File: src/rtl/hazard_pkg.sv
// hazard_pkg
// Shared encodings for the multi-cycle hazard unit.
// Contents:
//   FWD_*            forwarding mux selects for the E-stage operand muxes
//   RESULT_SRC_LOAD  ResultSrcE encoding that identifies a load in E
package hazard_pkg;

    localparam logic [1:0] FWD_RF = 2'b00;
    localparam logic [1:0] FWD_W  = 2'b01;
    localparam logic [1:0] FWD_M  = 2'b10;

    localparam logic [1:0] RESULT_SRC_LOAD = 2'b01;

endpackage

File: src/rtl/hazard_scoreboard.sv
// hazard_scoreboard
// Per-register pending-write bits for in-flight MDU ops and an occupancy
// counter for the MDU.
// Ports:
//   clk, reset        rising-edge clock, synchronous active-high reset
//   setEn, setIdx     mark register setIdx as awaiting an MDU result
//   clrEn, clrIdx     MDU result for register clrIdx has been written back
//   issue             an MDU op was accepted this cycle (count up)
//   done              an MDU op completed this cycle (count down)
//   Pending           one bit per architectural register
//   full              MDU holds MDU_DEPTH ops
module hazard_scoreboard #(
    parameter int NREG      = 32,
    parameter int REGW      = $clog2(NREG),
    parameter int MDU_DEPTH = 1
) (
    input  logic            clk,
    input  logic            reset,
    input  logic            setEn,
    input  logic [REGW-1:0] setIdx,
    input  logic            clrEn,
    input  logic [REGW-1:0] clrIdx,
    input  logic            issue,
    input  logic            done,
    output logic [NREG-1:0] Pending,
    output logic            full
);

    localparam int CNTW = (MDU_DEPTH < 1) ? 1 : $clog2(MDU_DEPTH + 1);

    logic [CNTW-1:0] cnt;
    logic [NREG-1:0] pendingNext;

    // Clear first so that a coincident set on the same index wins.
    always_comb begin
        pendingNext = Pending;
        if (clrEn) pendingNext[clrIdx] = 1'b0;
        if (setEn) pendingNext[setIdx] = 1'b1;
    end

    always_ff @(posedge clk) begin
        if (reset) begin
            Pending <= '0;
            cnt     <= '0;
        end else begin
            Pending <= pendingNext;
            if (issue && !done) begin
                cnt <= cnt + CNTW'(1);
            end else if (done && !issue && cnt != '0) begin
                // A completion with nothing outstanding (op issued before
                // reset) saturates at zero instead of wrapping.
                cnt <= cnt - CNTW'(1);
            end
        end
    end

    assign full = (cnt == CNTW'(MDU_DEPTH));

endmodule

File: src/rtl/hazard_unit_mc.sv
// hazard_unit_mc
// Hazard controller for the five-stage core with a multi-cycle MDU in E:
// operand forwarding, load-use stall, branch flush, RAW stall against
// in-flight MDU results, and E-stage hold when the MDU is full or the op
// would overwrite a register still awaiting an earlier MDU result.
// Ports:
//   clk, reset                      clock, synchronous active-high reset
//   Rs1D, Rs2D                      D-stage source registers
//   Rs1E, Rs2E, RdE                 E-stage sources / destination
//   RdM, RdW                        M / W destinations
//   PCSrcE                          taken branch/jump resolved in E
//   ResultSrcE                      E result source (01 = load)
//   RegWriteM, RegWriteW            register write pending in M / W
//   LongOpE                         E holds an MDU op writing RdE
//   LongDoneW, LongRdW              MDU writeback this cycle and its target
//   StallF, StallD, StallE          hold stage registers
//   FlushD, FlushE, FlushM          bubble into stage registers
//   ForwardAE, ForwardBE            operand forwarding selects
//   LongIssue                       MDU accepts the E op this cycle
//   Pending                         scoreboard state (debug)
module hazard_unit_mc
    import hazard_pkg::*;
#(
    parameter int NREG      = 32,
    parameter int REGW      = $clog2(NREG),
    parameter int MDU_DEPTH = 1
) (
    input  logic            clk,
    input  logic            reset,
    input  logic [REGW-1:0] Rs1D,
    input  logic [REGW-1:0] Rs2D,
    input  logic [REGW-1:0] Rs1E,
    input  logic [REGW-1:0] Rs2E,
    input  logic [REGW-1:0] RdE,
    input  logic [REGW-1:0] RdM,
    input  logic [REGW-1:0] RdW,
    input  logic            PCSrcE,
    input  logic [1:0]      ResultSrcE,
    input  logic            RegWriteM,
    input  logic            RegWriteW,
    input  logic            LongOpE,
    input  logic            LongDoneW,
    input  logic [REGW-1:0] LongRdW,
    output logic            StallF,
    output logic            StallD,
    output logic            StallE,
    output logic            FlushD,
    output logic            FlushE,
    output logic            FlushM,
    output logic [1:0]      ForwardAE,
    output logic [1:0]      ForwardBE,
    output logic            LongIssue,
    output logic [NREG-1:0] Pending
);

    logic full;
    logic lwStall;
    logic scbStall;
    logic structStall;
    logic dStall;

    always_comb begin
        ForwardAE = FWD_RF;
        if (Rs1E != '0 && RegWriteM && Rs1E == RdM)      ForwardAE = FWD_M;
        else if (Rs1E != '0 && RegWriteW && Rs1E == RdW) ForwardAE = FWD_W;

        ForwardBE = FWD_RF;
        if (Rs2E != '0 && RegWriteM && Rs2E == RdM)      ForwardBE = FWD_M;
        else if (Rs2E != '0 && RegWriteW && Rs2E == RdW) ForwardBE = FWD_W;
    end

    assign lwStall = (ResultSrcE == RESULT_SRC_LOAD) && (RdE != '0) &&
                     ((Rs1D == RdE) || (Rs2D == RdE));

    // No bypass from the MDU writeback: a reader waits until the bit clears
    // and then reads the register file.
    assign scbStall = ((Rs1D != '0) && Pending[Rs1D]) ||
                      ((Rs2D != '0) && Pending[Rs2D]);

    // Hold the MDU op in E when the unit is full or when it would race an
    // older in-flight op to the same destination (WAW).
    assign structStall = LongOpE && (full || ((RdE != '0) && Pending[RdE]));

    // D is on the wrong path when E redirects, so it never needs to wait.
    assign dStall = (lwStall || scbStall) && !PCSrcE;

    assign StallF    = dStall || structStall;
    assign StallD    = dStall || structStall;
    assign StallE    = structStall;
    assign FlushM    = structStall;
    assign FlushD    = PCSrcE;
    // A held E instruction must survive, so the D-stall bubble is only
    // inserted when E advances.
    assign FlushE    = PCSrcE || (dStall && !structStall);
    assign LongIssue = LongOpE && !structStall;

    hazard_scoreboard #(
        .NREG      (NREG),
        .REGW      (REGW),
        .MDU_DEPTH (MDU_DEPTH)
    ) uScoreboard (
        .clk     (clk),
        .reset   (reset),
        .setEn   (LongIssue && (RdE != '0)),
        .setIdx  (RdE),
        .clrEn   (LongDoneW && (LongRdW != '0)),
        .clrIdx  (LongRdW),
        .issue   (LongIssue),
        .done    (LongDoneW),
        .Pending (Pending),
        .full    (full)
    );

endmodule

File: config.mk
export PLATFORM = sky130hd
export DESIGN_NAME = hazard_unit_mc
export DESIGN_NICKNAME = d
export VERILOG_FILES = /design/src/rtl/hazard_pkg.sv /design/src/rtl/hazard_scoreboard.sv /design/src/rtl/hazard_unit_mc.sv
export SDC_FILE = /design/constraint.sdc
export NUM_CORES = 1
export LEC_CHECK = 0
export BUFFER_PORTS_ARGS = -buffer_cell sky130_fd_sc_hd__clkbuf_2
export CORE_UTILIZATION = 55
export CTS_CLUSTER_DIAMETER = 80
export DETAILED_ROUTE_END_ITERATION = 10
export PLACE_DENSITY = 0.84
export SLEW_MARGIN = 0
export SYNTH_ARGS = -nofsm -noshare
export SYNTH_HDL_FRONTEND = slang
export SYNTH_HIERARCHICAL = 1
export SYNTH_SLANG_ARGS = --single-unit
export TNS_END_PERCENT = 5
File: constraint.sdc
create_clock -name clk -period 5.7 [get_ports clk]
set_clock_uncertainty 0.05 [all_clocks]
set_input_delay 1.14 -clock clk [delete_from_list [all_inputs] [get_ports clk]]
set_output_delay 1.14 -clock clk [all_outputs]
set_load 0.02 [all_outputs]
# Word-level counts from Yosys, hierarchy flattened
# Cells that the tools add are included.
[word_totals]
reg_bits = 33
latchBits = 0
mem_bits_rw = 0
mem_bits_ro = 0
inputBits = 49
wordCells = 79
memories = 0
[classes]
n_addsub = 2
multipliers = 0
n_div = 0
order_cmp = 6
n_eq_ne = 7
shifts = 0
n_mux = 18
bitwise_logic = 3
n_reduce_logical = 41
[ops]
columns = ["operator", "n"]
rows = [
  ["2-to-1 mux 32 bit", 2],
  ["AND 32 bit", 1],
  ["NOT 32 bit", 1],
  ["bitwise OR 32 bit", 1],
  ["== test 5 bit", 6],
  ["nonzero test 5 bit", 6],
  ["logical AND 1 bit", 24],
  ["< comparator 5 x 6 -> 1 bit, second input constant", 4],
  ["binary-select mux 1 bit (select 5 bit)", 3],
  ["demux 1 bit (select 5 bit)", 2],
  [">= comparator 5 x 1 -> 1 bit, second input constant", 2],
  ["2-to-1 mux 1 bit", 9],
  ["logical OR 1 bit", 6],
  ["logical NOT 1 bit", 4],
  ["2-to-1 mux 2 bit", 2],
  ["== test 2 x 1 -> 1 bit, second input constant", 1],
  ["nonzero test 2 bit", 1],
  ["adder 1 bit, second input constant", 1],
  ["subtractor 1 bit, second input constant", 1],
]

# Depth between registers and ports, before layout
# Gate-level depths: netlist of the first run.
[depth]
ltp_word = 12
depth_mapped = 10
depth_no_buf = 9

# Modules after synthesis
# The synthesis of the first run kept the hierarchy.
[modules_own_cells]
columns = ["module", "instances", "cells_per_inst", "area_each_um2"]
rows = [
  ["hazard_scoreboard", 1, 163, 1417.6],
  ["hazard_unit_mc", 1, 138, 1327.5],
]

# Least setup slack after synthesis of the first run
# Ideal clock, no wire load.
[synth_path]
path_kind = "input -> output"
from = "input port Rs2D[0]"
to = "output port StallF"
arrival_ns = 3.084
setup_slack_ns = 1.426
stages = 8
path_buffers = 2
path_cell_list = "buf_6 mux4_1 mux4_2 nand2_1 o21ai_1 nor4_2 o21bai_1 buf_4"
[synth_between]
elab_chain_len = 7
[synth_rtl]
columns = ["item", "line", "source"]
rows = [
  ["start, declared", "hazard_unit_mc.sv:31", "input logic [REGW-1:0] Rs2D,"],
  ["binary-select mux 1 bit (select 5 bit)", "hazard_unit_mc.sv:78", "((Rs2D != '0) && Pending[Rs2D]);"],
  ["2-to-1 mux 1 bit (not written as such)", "hazard_unit_mc.sv:78", ""],
  ["logical AND 1 bit", "hazard_unit_mc.sv:78", ""],
  ["logical OR 1 bit", "hazard_unit_mc.sv:77", "assign scbStall = ((Rs1D != '0) && Pending[Rs1D]) ||"],
  ["logical OR 1 bit *", "hazard_unit_mc.sv:85", "assign dStall = (lwStall || scbStall) && !PCSrcE;"],
  ["logical AND 1 bit *", "hazard_unit_mc.sv:85", ""],
  ["logical OR 1 bit *", "-", ""],
  ["end, declared", "hazard_unit_mc.sv:44", "output logic StallF,"],
]
# Every way passes the cells marked *; elsewhere a longest branch is shown, timed or not. The select of a mux whose other input is x is not followed.

# Worst setup path after layout of the first run
[layout_path]
from = "input port RdE[0]"
to = "output port StallD"
[layout_between]
elab_chain_len = 6
[layout_rtl]
columns = ["item", "line", "source"]
rows = [
  ["start, declared", "hazard_unit_mc.sv:34", "input logic [REGW-1:0] RdE,"],
  ["binary-select mux 1 bit (select 5 bit) (tied with other cells)", "hazard_unit_mc.sv:82", "assign structStall = LongOpE && (full || ((RdE != '0) && Pending[RdE]));"],
  ["2-to-1 mux 1 bit (not written as such) (tied with other cells)", "hazard_unit_mc.sv:82", ""],
  ["logical AND 1 bit (on tied branches)", "hazard_unit_mc.sv:82, hazard_unit_mc.sv:72", ""],
  ["logical OR 1 bit (on tied branches)", "hazard_unit_mc.sv:82, hazard_unit_mc.sv:85", ""],
  ["logical AND 1 bit (on tied branches)", "hazard_unit_mc.sv:82, hazard_unit_mc.sv:85", ""],
  ["logical OR 1 bit *", "hazard_unit_mc.sv:88", "assign StallD = dStall || structStall;"],
  ["end, declared", "hazard_unit_mc.sv:45", "output logic StallD,"],
]
# Marks and branches as above.

==> results of run 1 <==
-- worst paths after layout --
check	startpoint	endpoint	slack, ps	cells after the start
worst max register to register	uScoreboard/Pending[8]$_SDFF_PP0_	uScoreboard/Pending[20]$_SDFF_PP0_	2760	9
worst min register to register	uScoreboard/full$_SDFFE_PP0P_	uScoreboard/full$_SDFFE_PP0P_	500	2
worst min-delay path	uScoreboard/full$_SDFFE_PP0P_	uScoreboard/full$_SDFFE_PP0P_	500	2
worst max-delay path	RdE[0]	StallD	1110	8
-- cell usage in the layout (no fill, tap or decap), types with 3 or more instances in the layout --
cell	synthesis	final
or3b_1	6	6
nor2_1	6	6
nand4_1	4	4
nor4_1	3	3
nor2b_1	29	29
nand3b_1	9	9
dfxtp_1	33	33
and2b_1	6	6
clkbuf_2	1	91
nand3_1	7	7
inv_1	3	3
xnor2_1	23	23
xor2_1	8	8
mux2i_1	12	12
or4_1	4	4
o21ai_0	37	37
nand2_1	11	11
nor3_1	3	3
mux4_2	15	15
a31oi_1	4	4
mux4_1	5	5
clkbuf_8	0	5
o21ai_1	28	28
-- per-stage QoR --
step                area, um^2  setup slack (ps)  power [uW]  utilization
finish                    3270              1110         541        0.688
detailed placement        3190              1120         371        0.671
floorplan                 2750              1430         323            -
global route              3270               873         562        0.688
global placement          3190              1190         366        0.671
CTS                       3270              1100         539        0.688
-- synth_stat cells, drive strengths merged --
library cell / count
mux2i: 12
mux4: 20
buf: 11
nor2: 6
nand4b: 1
nor4: 4
a21oi: 2
o22ai: 1
o21a: 1
o21ai: 65
o31ai: 1
clkbuf: 5
and2: 1
a2111oi: 1
mux2: 2
inv: 3
xnor2: 23
nor3: 3
a22oi: 2
nand2: 11
nor3b: 2
o2111ai: 2
or4: 4
a31o: 1
nand3b: 9
a31oi: 4
or3b: 6
o21bai: 2
xor2: 8
and4b: 1
nand4bb: 1
nand2b: 2
dfxtp: 33
and3b: 1
and2b: 6
nand4: 4
or2: 1
or3: 2
nand3: 7
nor2b: 29
a211o: 1
-- layout make-up --
type | count | area, um^2 | share of cell area
Clock buffer | 6 | 72.6 | 0.0222
Clock inverter | 2 | 10.0 | 0.00306
Tap cell | 67 | 83.8 | 0.0256
Sequential cell | 33 | 661 | 0.202
Timing Repair Buffer | 91 | 455 | 0.139
Inverter | 3 | 11.3 | 0.00344
Multi-Input combinational cell | 249 | 1980 | 0.604
-- kinds of logic after synthesis --
family	synth area share
AO/OA/AOI/OAI	0.166
flip-flops	0.241
buffers and inverters	0.0392
AND/OR/NAND/NOR	0.232
XOR/XNOR	0.0989
multiplexers	0.223
-- layer usage --
metal,global-route usage,up-vias,share of wire
li1,-,1306,-
met1,0.436,1373,0.38
met2,0.542,255,0.47
met3,0.0580,29,0.12
met4,0.142,0,0.028
met5,0,-,0
-- worst register-to-register path, stage by stage (launching register included) --
cell	delay, ps
dfxtp_1	380
mux4_2	470
nor2b_1	140
a2111oi_0	420
a31oi_1	120
nand2_1	120
and4b_1	300
nor3b_1	270
nand2b_1	310
o21ai_1	270
-- power by group through the flow --
stage	Sequential (uW)	Combinational (uW)	Clock [uW]
global route	237	141	184
CTS	237	130	173
global placement	242	124	0
detailed placement	242	129	0
floorplan	243	79.8	0
finish	237	132	173
-- sequential cells by signal, summed over array words and instances, names as in the netlist --
signal / flops
uScoreboard/full: 1
uScoreboard/Pending: 32
==> results.yml, run 1 <==
clock_network:
  clock_latency_ps: 290
  clk_pin_slew_worst_paths_ps: 70
  cts_sinks: 33
  clock-root-buffer: "clkbuf_8"
  cts_tree: "done"
  cts_buffers: 5
  ctsHoldBuffers: 0
  cts_setup_buffers: 0
  ctsHtreeMaxLevel: 2
  cts.repair.resized: 0
  clockBufferDepth: 2
sta:
  tns_ps: 0
  fin_crit_ps: 4590
  maxSlewViolCount: 0
  fmax_ghz: 0.218
  timing.hold.ws_ps: 496
  finalHoldViolCount: 0
  max_slew_margin: 0.542
  tightestPinTransition_ps: 688
  setup_viol: 0
  period_share: 0.805
  rsz0062_at_grt: "no"
critical_path:
  max_stage_delay_ps: 560
  crit_top_cell: "clkbuf_2"
  crit_fanout: 16
  crit_family: "compound AO/OA/AOI/OAI gates"
  crit_buf_inv: 2
  cp.arrival_ps: 3400
  worstSetupPathType: "in2out"
  start_kind: "input pin"
  crit_path_top_delay_cell: "mux4_2"
  required_ps: 4510
  end_kind: "output port"
  path_cells: "clkbuf_2 -> mux4_2 -> nor2b_1 -> a2111oi_0 -> a31oi_1 -> a31o_1 -> o21bai_1 -> clkbuf_2"
synthesis:
  synth-seq-area-share: 0.241
  yosys.cell_types.count: 48
  syn-mean-instance-area_um2: 9.12
  yosysTopAreaCell: "dfxtp_1"
  ys_ff_latch: 33
  netlist_area_mm2: 0.00275
  ys_warn_count: 6
  postSynthCellCount: 301
  netlist_top_cells_area: "dfxtp_1 (24%), mux4_2 (12%), xnor2_1 (7.3%)"
  synth_fp_nets: 350
  synth_top_area_share: 0.241
global_routing:
  grt_overflow_total: 0
  grt_usage: 0.332
  grt_pass1_wl_um: 13200
  grt_start_max_net_pins: 37
  antenna_found_initial: 0
  grt_pass1_vias: 2717
placement:
  io_buffers: 91
  gp_congestion: 0.885
  dpl.hpwl_um: 6250
  dp_cells: 443
route:
  via_per_inst: 6.57
  wl_um: 8600
  drtAntennaViolNets: 0
  drtIter0Drc: 394
  first_pass_iters: 5
  drc: 0
  via_count: 2963
  wl_per_cell_um: 19.1
pwr:
  swShare: 0.314
  internal_power_uw: 371
  vdd_drop_max_uv: 121
  pwr-share-comb: 0.243
  seqPwrFrac: 0.438
  p_switching_uw: 170
  clkPwrFrac: 0.319
  cellPowerDensity_mw_per_mm2: 166
  p_leak_uw: 0.00134
die:
  start_util: 0.577
  ioPinCount: 92
  rows: 25
  core_area_mm2: 0.00475
  die_x_um: 72.7
  die_area_mm2: 0.00528
  die_h_um: 72.7
finish:
  fin_nets: 432
  drive_gt1_frac: 0.302
  syn_to_final_growth_pct: 19.1
  stdcell_count: 451
  n_fill_cell: 394
  diodes: 0
status:
  outcome: "finished clean"
worst_hold_path:
  hp-class: "reg2reg"
run:
  max-cap-violations: 0
(Power assumes the default switching activity.)
==> inputs of run 2 (changes only) <==
--- a/config.mk
+++ b/config.mk
@@ -6,10 +6,10 @@
 export NUM_CORES = 1
 export LEC_CHECK = 0
 export BUFFER_PORTS_ARGS = -buffer_cell sky130_fd_sc_hd__clkbuf_2
-export CORE_UTILIZATION = 55
+export CORE_UTILIZATION = 46
 export CTS_CLUSTER_DIAMETER = 80
 export DETAILED_ROUTE_END_ITERATION = 10
-export PLACE_DENSITY = 0.84
+export PLACE_DENSITY = 0.75
 export SLEW_MARGIN = 0
 export SYNTH_ARGS = -nofsm -noshare
 export SYNTH_HDL_FRONTEND = slang
==> constraint.sdc (replaced) <==
create_clock -name clk -period 3.7 [get_ports clk]
set_clock_uncertainty 0.05 [all_clocks]
set_input_delay 0.74 -clock clk [delete_from_list [all_inputs] [get_ports clk]]
set_output_delay 0.74 -clock clk [all_outputs]
set_load 0.02 [all_outputs]
==> results.yml, run 2 (synthesis results as in run 1) <==
clock_network:
  ctsHoldBuffers: 0
  cts_sinks: 33
  clock_latency_ps: 290
  cts.repair.resized: 0
  ctsHtreeMaxLevel: 2
  clock-root-buffer: "clkbuf_8"
  cts_tree: "done"
  cts_setup_buffers: 0
  cts_buffers: 5
  clockBufferDepth: 2
  clk_pin_slew_worst_paths_ps: 70
route:
  via_per_inst: 6.10
  first_pass_iters: 4
  drtAntennaViolNets: 0
  drc: 0
  drtIter0Drc: 212
  wl_um: 8320
  via_count: 2829
  wl_per_cell_um: 17.9
die:
  start_util: 0.487
  ioPinCount: 92
  die_h_um: 79.3
  core_area_mm2: 0.00564
  rows: 27
  die_area_mm2: 0.00628
  die_x_um: 79.3
finish:
  diodes: 0
  final_common_cell: "clkbuf_2"
  regMostFlops: "uScoreboard/Pending"
  n_fill_cell: 530
  fin_nets: 441
  stdcell_count: 464
  largest_reg_flops: 32
  syn_to_final_growth_pct: 22.0
  drive_gt1_frac: 0.316
  final_cell_area_mm2: 0.00335
  final_cell_mix: "clkbuf_2 (91), o21ai_0 (37), dfxtp_1 (33), nor2b_1 (29), o21ai_1 (28)"
critical_path:
  worstSetupPathType: "in2out"
  required_ps: 2910
  cp.arrival_ps: 2770
  start_kind: "input pin"
  crit_fanout: 8
  end_kind: "output port"
  reg2reg_slack_ps: 840
global_routing:
  grt_overflow_total: 0
  grt_pass1_wl_um: 13000
  grt_usage: 0.272
  antenna_found_initial: 0
  grt_pass1_vias: 2642
  grt_start_max_net_pins: 37
pwr:
  vdd_drop_max_uv: 158
  cellPowerDensity_mw_per_mm2: 253
  p_leak_uw: 0.00138
placement:
  dp_slack_ps: 140
  io_buffers: 91
  gp_congestion: 0.888
  dp_cells: 457
  dpl.hpwl_um: 6320
  dpl-instance-area_mm2: 0.00326
sta:
  max_slew_margin: 0.560
  tightestPinTransition_ps: 660
  setup_viol: 0
  fmax_ghz: 0.281
  finalHoldViolCount: 0
  rsz0062_at_grt: "no"
  finalWorstSetupSlack_ps: 140
  maxSlewViolCount: 0
  fin_crit_ps: 3560
  period_share: 0.962
  tns_ps: 0
status:
  outcome: "finished clean"
worst_hold_path:
  hp-class: "reg2reg"
run:
  max-cap-violations: 0
-- run 2: cell count changes in the layout (fill, tap and decap cells not counted) --
cell / previous run / this run
buf_4: 0 / 9
clkinv_2: 2 / 0
clkbuf_8: 5 / 6
-- run 2: critical path, stage by stage --
cell and delay, ps:
clkbuf_2 250, mux4_1 590, mux4_2 460, nand2_1 80, o21ai_1 70, nor4_2 300
o21bai_1 110, clkbuf_2 160
-- run 2: path summary, 6_finish.rpt --
kind | depth (start not counted) | end | from
worst max-delay path | 8 | StallD | Rs2D[0]
worst min-delay path | 2 | uScoreboard/full$_SDFFE_PP0P_ | uScoreboard/full$_SDFFE_PP0P_
worst max register to register | 10 | uScoreboard/Pending[4]$_SDFF_PP0_ | uScoreboard/Pending[9]$_SDFF_PP0_
worst min register to register | 2 | uScoreboard/full$_SDFFE_PP0P_ | uScoreboard/full$_SDFFE_PP0P_
-- run 2: metrics by stage --
| stage | util | hold WS (ps) | power [uW] |
|---|---|---|---|
| 3_3_place_gp | 0.578 | 474 | 572 |
| 6_report | 0.593 | 506 | 848 |
| 5_1_grt | 0.593 | 571 | 884 |
| 3_5_place_dp | 0.578 | 506 | 577 |
| 4_1_cts | 0.593 | 515 | 847 |
| 2_1_floorplan | - | 451 | 498 |
-- run 2: final cells by class --
class                      count  area [um^2]  area share
multi-input combinational    249         1980       0.590
sequential                    33          661       0.197
timing repair buffer         100          523       0.156
tap                           72         90.1      0.0269
clock buffer                   7         86.3      0.0258
inverter                       3         11.3     0.00336
-- run 2: report_power, final --
part | switching, uW | internal (uW) | total [uW]
logic | 117 | 88.7 | 205
registers | 5.82 | 359 | 365
clock network | 130 | 148 | 277
total | 252 | 596 | 848
-- run 2: per-layer routing --
layer,track usage,wire length (um)
met3,0.0333,770
met4,0.0927,128
met5,0,0
met1,0.340,3310
met2,0.480,4110
